**src/rtl/imm_extend_unit.sv**
```systemverilog
// -----------------------------------------------------------------------------
// imm_extend_unit
//
// Pipelined immediate extender for the decode stage. Each accepted beat is
// extended combinationally (sign / zero / upper / branch-offset) and registered
// into the main output stage M. A skid stage S holds one more beat so that a
// stall on the output side never drops or duplicates an immediate.
//
// Ports:
//   clk         rising-edge clock
//   rst         asynchronous, active-high reset
//   in_valid    input beat present
//   in_ready    block can accept a beat (registered, !S_valid)
//   in_imm      raw immediate field [IN_W-1:0]
//   in_mode     00 sign, 01 zero, 10 upper, 11 branch
//   in_tag      sideband tag, passed through unchanged
//   out_valid   extended result present (M valid)
//   out_ready   consumer accepts result this cycle
//   out_data    extended immediate [OUT_W-1:0]
//   out_tag     tag of the beat on out_data
//   out_neg     copy of out_data[OUT_W-1]
//   xfer_count  completed output handshakes, wrapping
// -----------------------------------------------------------------------------
module imm_extend_unit #(
    parameter int IN_W  = 16,
    parameter int OUT_W = 32,
    parameter int TAG_W = 5,
    parameter int CNT_W = 16
) (
    input  logic             clk,
    input  logic             rst,
    input  logic             in_valid,
    output logic             in_ready,
    input  logic [IN_W-1:0]  in_imm,
    input  logic [1:0]       in_mode,
    input  logic [TAG_W-1:0] in_tag,
    output logic             out_valid,
    input  logic             out_ready,
    output logic [OUT_W-1:0] out_data,
    output logic [TAG_W-1:0] out_tag,
    output logic             out_neg,
    output logic [CNT_W-1:0] xfer_count
);

    localparam int E = OUT_W - IN_W;

    // Encoding chosen so bit 0 is "M valid" and bit 1 is "S valid"; the
    // handshake outputs are then plain register bits.
    typedef enum logic [1:0] {
        ST_EMPTY = 2'b00,
        ST_ONE   = 2'b01,
        ST_FULL  = 2'b11
    } state_t;

    state_t             r_state;
    state_t             w_next_state;

    logic [OUT_W-1:0]   r_m_data;
    logic [TAG_W-1:0]   r_m_tag;
    logic               r_m_neg;
    logic [OUT_W-1:0]   r_s_data;
    logic [TAG_W-1:0]   r_s_tag;
    logic               r_s_neg;
    logic [CNT_W-1:0]   r_count;

    logic [OUT_W-1:0]   w_ext;
    logic               w_accept;
    logic               w_xfer;
    logic               w_load_m_in;
    logic               w_load_m_s;
    logic               w_load_s_in;

    // Branch mode shifts the sign-extended value left by two; its top two
    // bits fall off the end.
    function automatic logic [OUT_W-1:0] extend_imm(input logic [IN_W-1:0] imm,
                                                    input logic [1:0]      mode);
        logic [OUT_W-1:0] sext;
        sext = {{E{imm[IN_W-1]}}, imm};
        case (mode)
            2'b00:   extend_imm = sext;
            2'b01:   extend_imm = {{E{1'b0}}, imm};
            2'b10:   extend_imm = {imm, {E{1'b0}}};
            2'b11:   extend_imm = {sext[OUT_W-3:0], 2'b00};
            default: extend_imm = sext;
        endcase
    endfunction

    assign w_ext      = extend_imm(in_imm, in_mode);
    assign out_valid  = r_state[0];
    assign in_ready   = ~r_state[1];
    assign w_accept   = in_valid & in_ready;
    assign w_xfer     = out_valid & out_ready;
    assign out_data   = r_m_data;
    assign out_tag    = r_m_tag;
    assign out_neg    = r_m_neg;
    assign xfer_count = r_count;

    // Buffer state register.
    always_ff @(posedge clk or posedge rst) begin
        if (rst) begin
            r_state <= ST_EMPTY;
        end else begin
            r_state <= w_next_state;
        end
    end

    // Next-state and stage-load decode.
    always_comb begin
        w_next_state = r_state;
        w_load_m_in  = 1'b0;
        w_load_m_s   = 1'b0;
        w_load_s_in  = 1'b0;
        case (r_state)
            ST_EMPTY: begin
                if (w_accept) begin
                    w_next_state = ST_ONE;
                    w_load_m_in  = 1'b1;
                end else begin
                    w_next_state = ST_EMPTY;
                end
            end
            ST_ONE: begin
                if (w_accept && w_xfer) begin
                    w_next_state = ST_ONE;
                    w_load_m_in  = 1'b1;
                end else if (w_accept) begin
                    w_next_state = ST_FULL;
                    w_load_s_in  = 1'b1;
                end else if (w_xfer) begin
                    w_next_state = ST_EMPTY;
                end else begin
                    w_next_state = ST_ONE;
                end
            end
            ST_FULL: begin
                // in_ready is low here, so nothing new can arrive.
                if (w_xfer) begin
                    w_next_state = ST_ONE;
                    w_load_m_s   = 1'b1;
                end else begin
                    w_next_state = ST_FULL;
                end
            end
            default: begin
                w_next_state = ST_EMPTY;
            end
        endcase
    end

    // Main output stage M: loads a fresh beat or the skid beat.
    always_ff @(posedge clk or posedge rst) begin
        if (rst) begin
            r_m_data <= {OUT_W{1'b0}};
            r_m_tag  <= {TAG_W{1'b0}};
            r_m_neg  <= 1'b0;
        end else if (w_load_m_in) begin
            r_m_data <= w_ext;
            r_m_tag  <= in_tag;
            r_m_neg  <= w_ext[OUT_W-1];
        end else if (w_load_m_s) begin
            r_m_data <= r_s_data;
            r_m_tag  <= r_s_tag;
            r_m_neg  <= r_s_neg;
        end
    end

    // Skid stage S: captures a beat accepted while M is stalled.
    always_ff @(posedge clk or posedge rst) begin
        if (rst) begin
            r_s_data <= {OUT_W{1'b0}};
            r_s_tag  <= {TAG_W{1'b0}};
            r_s_neg  <= 1'b0;
        end else if (w_load_s_in) begin
            r_s_data <= w_ext;
            r_s_tag  <= in_tag;
            r_s_neg  <= w_ext[OUT_W-1];
        end
    end

    // Output handshake counter, wraps naturally.
    always_ff @(posedge clk or posedge rst) begin
        if (rst) begin
            r_count <= {CNT_W{1'b0}};
        end else if (w_xfer) begin
            r_count <= r_count + CNT_W'(1);
        end
    end

endmodule

```
**config.mk**
```make
export PLATFORM = sky130hd
export DESIGN_NAME = imm_extend_unit
export DESIGN_NICKNAME = d
export VERILOG_FILES = /design/src/rtl/imm_extend_unit.sv
export SDC_FILE = /design/constraint.sdc
export NUM_CORES = 1
export LEC_CHECK = 0
export CORE_ASPECT_RATIO = 0.7
export CORE_MARGIN = 5
export CORE_UTILIZATION = 45
export CTS_CLUSTER_DIAMETER = 120
export DETAILED_ROUTE_END_ITERATION = 6
export HOLD_SLACK_MARGIN = 0.08
export MAX_ROUTING_LAYER = met4
export PLACE_DENSITY = 0.71
export SYNTH_ARGS = -nofsm -noshare
export SYNTH_HDL_FRONTEND = slang
export SYNTH_SLANG_ARGS = --single-unit
```
**constraint.sdc**
```tcl
create_clock -name clk -period 3.9 [get_ports clk]
set_input_delay 0.78 -clock clk [delete_from_list [all_inputs] [get_ports clk]]
set_output_delay 0.78 -clock clk [all_outputs]
set_load 0.05 [all_outputs]
```
==> flow_metrics.py, run 1 <==
metrics = {
    "cells_and_area": {
        "drive_above_1_share_pct": 7.06,
        "fin_util_pct": 58.7,
        "final_nets": 519,
        "syn_to_final_growth_pct": 26.9,
        "num_antenna_cells": 0,
    },
    "route": {
        "vias_per_cell": 5.34,
        "drtIter0Drc": 318,
        "num_vias": 3312,
        "wl_um": 10600,
        "antenna_left": 0,
        "drtPass1Iterations": 5,
        "drc": 0,
        "wl_per_cell_um": 17.1,
    },
    "sta": {
        "setup-tns-final_ps": 0,
        "timing.final.ws_setup_ps": 1330,
        "fin_skew_ps": 3.47,
        "setup_violations": 0,
        "rsz0062_at_grt": "false",
        "post-route-period-util_pct": 65.8,
        "max_freq_mhz": 390,
        "relSlewSlack_pct": 28.8,
        "hold_viol_final": 0,
        "max_slew.worst_pin.slew_ps": 1070,
        "drv_slew": 0,
        "period_needed_ps": 2570,
    },
    "min_path": {
        "whs_path_depth": 1,
        "hold_start": "xfer_count[15]$_DFFE_PP0P_",
        "hold_end": "xfer_count[15]$_DFFE_PP0P_",
        "hold_class": "flop to flop",
    },
    "synthesis": {
        "yosysTopAreaCell": "dfrtp_1",
        "synth-xor-area-share_pct": 3.12,
        "synthCells": 424,
        "synth_simple_gate_area_share_pct": 12.8,
        "yosys_warnings": 0,
        "synth_top_area_share_pct": 54.6,
        "netlist_top_cells_count": "92 x dfrtp_1, 64 x nand2_1, 61 x o21ai_0, 21 x nor2_1, 19 x inv_1",
        "ys_types": 38,
        "ys_ff_latch": 92,
        "synth_most_common_cell": "dfrtp_1",
        "synth_edf_count": 0,
        "synth_compound_area_share_pct": 22.1,
        "synthAdderAreaFrac_pct": 0.297,
        "synth_mux_area_share_pct": 1.07,
        "syn_nets": 452,
        "avgSynthCellArea_sq_um": 9.94,
        "yosysSeqAreaShare_pct": 54.6,
        "synth_top_family_by_area": "compound AO/OA/AOI/OAI gates",
        "syn-cell-area_sq_um": 4220,
        "synth_flop_cell": "dfrtp_1",
        "synth-async-reset-ratio_pct": 100,
        "synth_area_leaders": "dfrtp_1 55%, o21ai_0 7.2%, nand2_1 5.7%, a2bb2oi_1 2.7%, a22oi_1 2.7%",
    },
    "grt": {
        "met1_usage_pct": 28.2,
        "grt_pass1_vias": 3267,
        "grt-ovfl-total": 0,
        "grt.busiest_layer": "met2",
        "grt_max_degree": 66,
        "gr-usage-all-layers_pct": 20.0,
        "grtUsageMet2_pct": 28.5,
        "antenna_found_initial": 0,
        "grt_use_met3_pct": 5.10,
        "grt_pass1_wl_um": 17500,
    },
    "setup_path": {
        "end_kind": "flop",
        "rr_endpoint": "out_data[6]$_DFFE_PP0P_",
        "cp_max_fo": 19,
        "reg2regPathDepth": 4,
        "path_class": "input pin to flop",
        "rrSetupSlack_ps": 2000,
        "required_ps": 4140,
        "start_kind": "input pin",
        "r2r-start": "r_state[1]$_DFF_PP0_",
        "crit_arrival_ps": 2810,
    },
    "clocking": {
        "clock-root-buffer": "clkbuf_16",
        "hold_buffers": 0,
        "clock_path_buffers": 2,
        "cts.sinks": 92,
        "h-tree-depth": 3,
        "clk_latency_ps": 340,
        "numCtsBuffers": 9,
        "cts.reportedPaths.clkPinSlew_ps": 60,
        "cts_tree": "built",
        "cts_resized": 0,
        "cts_setup_buffers": 0,
    },
    "floorplan": {
        "core_sq_um": 9110,
        "die_h_um": 91.0,
        "die_w_um": 126,
        "io_pins": 83,
        "die_area_sq_um": 11400,
        "initial_utilization_pct": 46.3,
        "core.rowCount": 29,
    },
    "placed_design": {
        "pre_cts_slack_ps": 1030,
        "port_buffers": 82,
        "dp_hpwl_um": 7410,
        "gp_routability_congestion": 0.866,
    },
    "pwr": {
        "ir_worst_vdd_v": 0.000538,
        "p_leak_nw": 2.40,
        "total_power_mw": 3.35,
        "p_per_area_nw_per_um2": 626,
    },
    "job": {
        "drv_cap": 0,
    },
    "outcome": {
        "status": "completed",
    },
}
-- placed cells by master (no fill, tap or decap), drive strengths merged, types with 5 or more instances in the layout --
cell type	n
a211oi	14
a21o	14
a21oi	16
a22oi	15
a2bb2oi	13
buf	5
clkbuf	10
clkdlybuf4s50	82
dfrtp	92
inv	18
nand2	64
nor2	23
o21ai	69
o22ai	7
xnor2	9
xor2	6
-- report_power, final --
group	internal [mW]	switching, mW	total [mW]
Combinational	0.396	0.756	1.15
Clock	0.513	0.363	0.876
Sequential	1.17	0.152	1.32
Total	2.08	1.27	3.35
-- metrics by stage --
stage	hold slack [ps]	instances	instance area, sq um
after floorplan	446	424	4220
after CTS	480	620	5350
after global routing	491	620	5350
after global placement	458	604	5050
after detailed placement	464	604	5050
final	476	620	5350
-- registers in the layout, indices dropped and copies added, names as in the netlist --
signal and flops:
r_s_tag 5, r_state 2, xfer_count 16, r_s_data 32, out_data 32, out_tag 5
-- area by class of cell --
class | instances | area, sq um
clock inverter | 6 | 63.8
fill | 799 | 3760
sequential | 92 | 2300
multi-input combinational | 282 | 1660
inverter | 19 | 72.6
timing repair buffer | 87 | 858
tap | 124 | 155
clock buffer | 10 | 239
-- kinds of logic (layout without fill, tap and decap cells) --
kind of cell	Yosys count	count (layout)
AO/OA/AOI/OAI	150	150
AND/OR/NAND/NOR	112	112
flip-flops	92	92
buffers and inverters	50	122
XOR/XNOR	15	15
multiplexers	4	4
adder cells (fa/ha/maj)	1	1
-- worst max-delay path by stage --
stage / from / to / slack [ps] / cells past startpoint
3_5_place_dp: in_mode[1] / out_data[23]$_DFFE_PP0P_ / 1030 / 4
6_report: in_mode[1] / out_data[23]$_DFFE_PP0P_ / 1330 / 4
2_1_floorplan: rst / out_data[0]$_DFFE_PP0P_ / 730 / 1
4_1_cts: r_state[1]$_DFF_PP0_ / in_ready / 1360 / 2
5_1_grt: in_mode[1] / r_s_data[25]$_DFFE_PP0P_ / 1130 / 4
3_3_place_gp: in_mode[1] / out_data[6]$_DFFE_PP0P_ / 1130 / 5
-- worst max-delay path: stages --
cell and delay, ps:
clkdlybuf4s50_1 730, nor3b_2 880, a21oi_1 160, o21ai_0 250
-- metal layers --
layer	vias to the layer above	share of wire, %
li1	1600	-
met1	1610	48
met2	94	46
met3	8	5.5
met4	0	1.2
met5	-	0
No activity file was read; power rests on OpenSTA's default activity.
==> run 2: changes to the inputs <==
==> constraint.sdc (replaced) <==
create_clock -name clk -period 2.4 [get_ports clk]
set_input_delay 0.48 -clock clk [delete_from_list [all_inputs] [get_ports clk]]
set_output_delay 0.48 -clock clk [all_outputs]
set_load 0.05 [all_outputs]
==> run 2 against run 1 <==
Against the previous run:
- global-route usage shrank 0.97 points
- register-to-register slack worse by 1300 ps
- sequential share of layout area fell by 0.74 points
- non-clock buffer count rose by 7
- clock power up 70%
- largest cell class unchanged
- critical path depth is 2 lower
- highest routed layer unchanged
- clock skew increased by 1.2 ps
- sequential power is 62% higher
- clock-buffer cell count decreased by 1
- power up 65%
- via count is 2.2% higher
- worst hold slack better by 0.58 ps
==> flow_metrics.py, run 2 (synthesized netlist as in run 1, its figures left out) <==
metrics = {
    "grt": {
        "antenna_found_initial": 0,
        "grt_max_degree": 93,
        "gr-usage-all-layers_pct": 19.0,
        "grt-ovfl-total": 0,
        "grt_pass1_vias": 3355,
        "grt_pass1_wl_um": 17000,
    },
    "setup_path": {
        "end_kind": "primary output",
        "cp_slowest_cell": "clkdlybuf4s50_1",
        "slowest_delay_ps": 820,
        "crit_chain": "inv_1, clkdlybuf4s50_1",
        "cp_max_fo": 6,
        "start_kind": "flop",
        "required_ps": 1920,
        "crit_arrival_ps": 1740,
        "path_class": "flop to primary output",
    },
    "sta": {
        "setup-tns-final_ps": 0,
        "setup_violations": 0,
        "hold_viol_final": 0,
        "rsz0062_at_grt": "false",
        "max_slew.worst_pin.slew_ps": 891,
        "hold_slack_ps": 477,
        "relSlewSlack_pct": 40.3,
        "period_needed_ps": 2220,
        "post-route-period-util_pct": 92.5,
        "drv_slew": 0,
        "max_freq_mhz": 450,
        "fin_skew_ps": 4.65,
    },
    "floorplan": {
        "die_w_um": 126,
        "core.rowCount": 29,
        "initial_utilization_pct": 46.3,
        "io_pins": 83,
        "die_area_sq_um": 11400,
        "core_sq_um": 9110,
        "die_h_um": 91.0,
    },
    "cells_and_area": {
        "final_cell_mix": "92 x dfrtp_1, 82 x clkdlybuf4s50_1, 64 x nand2_1",
        "syn_to_final_growth_pct": 29.1,
        "fill_cells": 746,
        "layout_commonest_cell": "dfrtp_1",
        "num_antenna_cells": 0,
        "drive_above_1_share_pct": 8.35,
        "finalNonFillerCells": 627,
        "fin_util_pct": 59.8,
        "final_nets": 526,
    },
    "clocking": {
        "cts_setup_buffers": 0,
        "cts.reportedPaths.clkPinSlew_ps": 60,
        "numCtsBuffers": 9,
        "hold_buffers": 0,
        "cts_tree": "built",
        "clock-root-buffer": "clkbuf_16",
        "clk_latency_ps": 340,
        "clock_path_buffers": 2,
        "cts.sinks": 92,
        "cts_resized": 0,
        "h-tree-depth": 3,
    },
    "pwr": {
        "p_sw_share_pct": 37.3,
        "p_leak_nw": 2.46,
        "pwr-share-clk_pct": 27.0,
        "power_frac_comb_pct": 34.3,
        "ir_worst_vdd_v": 0.000883,
        "net-switching-power_mw": 2.06,
        "p_seq_share_pct": 38.7,
        "internal_power_mw": 3.47,
        "p_per_area_nw_per_um2": 1010,
    },
    "route": {
        "wl_per_cell_um": 16.4,
        "num_vias": 3384,
        "vias_per_cell": 5.40,
        "drtPass1Iterations": 5,
        "drtIter0Drc": 298,
        "antenna_left": 0,
        "wl_um": 10300,
        "drc": 0,
    },
    "job": {
        "drv_cap": 0,
    },
    "placed_design": {
        "dp.cells": 611,
        "gp_routability_congestion": 0.924,
        "dp_hpwl_um": 7140,
        "port_buffers": 82,
    },
    "outcome": {
        "status": "completed",
    },
    "min_path": {
        "hold_class": "flop to flop",
    },
}
## run 2: cell types whose count changed in the layout (fill, tap and decap cells not counted)
cell       before  now
bufinv_16       1    2
buf_4           5   10
buf_12          0    2
clkbuf_8        1    0
## run 2: routing by layer
layer  vias to the layer above  track usage (%)  share of wire, %  wire length, um
met3                        18             4.99               5.4              560
met2                       100             28.1                45             4680
met4                         0             6.32               1.7              178
met5                         -                -                 0                0
met1                      1648             25.7                47             4860
li1                       1618                -                 -                -
## run 2: path summary, 6_finish.rpt
kind,start,endpoint,slack [ps],cells past startpoint
max,r_state[1]$_DFF_PP0_,in_ready,180,2
max reg2reg,r_state[0]$_DFF_PP0_,out_data[24]$_DFFE_PP0P_,710,4
min,xfer_count[15]$_DFFE_PP0P_,xfer_count[15]$_DFFE_PP0P_,480,1
max in group asynchronous,rst,r_s_data[25]$_DFFE_PP0P_,1420,3
min in group asynchronous,rst,r_s_tag[1]$_DFFE_PP0P_,640,3
min reg2reg,xfer_count[15]$_DFFE_PP0P_,xfer_count[15]$_DFFE_PP0P_,480,1
## run 2: critical path, delay by kind of cell (launching register included)
kind     cells  cell delay, ps
flops        1             430
buf+inv      2             960
## run 2: metrics by stage
stage / total power, mW / instance area, sq um / worst slack (ps)
final: 5.52 / 5440 / 180
after global routing: 5.79 / 5440 / 122
after CTS: 5.57 / 5440 / 166
after detailed placement: 4.06 / 5130 / 180
after global placement: 4.02 / 5130 / 248
after floorplan: 3.41 / 4220 / 671
## run 2: power by group through the flow
stage | clock network, mW | registers, mW | logic, mW
2_1_floorplan | 0 | 2.82 | 0.590
3_3_place_gp | 0 | 2.15 | 1.87
3_5_place_dp | 0 | 2.16 | 1.90
4_1_cts | 1.52 | 2.14 | 1.91
5_1_grt | 1.58 | 2.19 | 2.01
6_report | 1.49 | 2.14 | 1.89
## run 2: cell type report
| cell class | count | area (sq um) | area share [%] |
|---|---|---|---|
| inverters | 19 | 75.1 | 1.38 |
| flip-flops and latches | 92 | 2300 | 42.3 |
| repair buffers | 94 | 936 | 17.2 |
| multi-input cells | 282 | 1660 | 30.5 |
| clock inverters | 7 | 91.3 | 1.68 |
| well taps | 124 | 155 | 2.85 |
| clock buffers | 9 | 225 | 4.14 |
==> run 3: changes to the inputs <==
--- a/config.mk
+++ b/config.mk
@@ -8,7 +8,7 @@
 export CORE_ASPECT_RATIO = 0.7
 export CORE_MARGIN = 5
 export CORE_UTILIZATION = 45
-export CTS_CLUSTER_DIAMETER = 120
+export CTS_CLUSTER_DIAMETER = 150
 export DETAILED_ROUTE_END_ITERATION = 6
 export HOLD_SLACK_MARGIN = 0.08
 export MAX_ROUTING_LAYER = met4
==> results of run 3 <==
The final DEF is identical to that of run 2; final timing and power are the same.
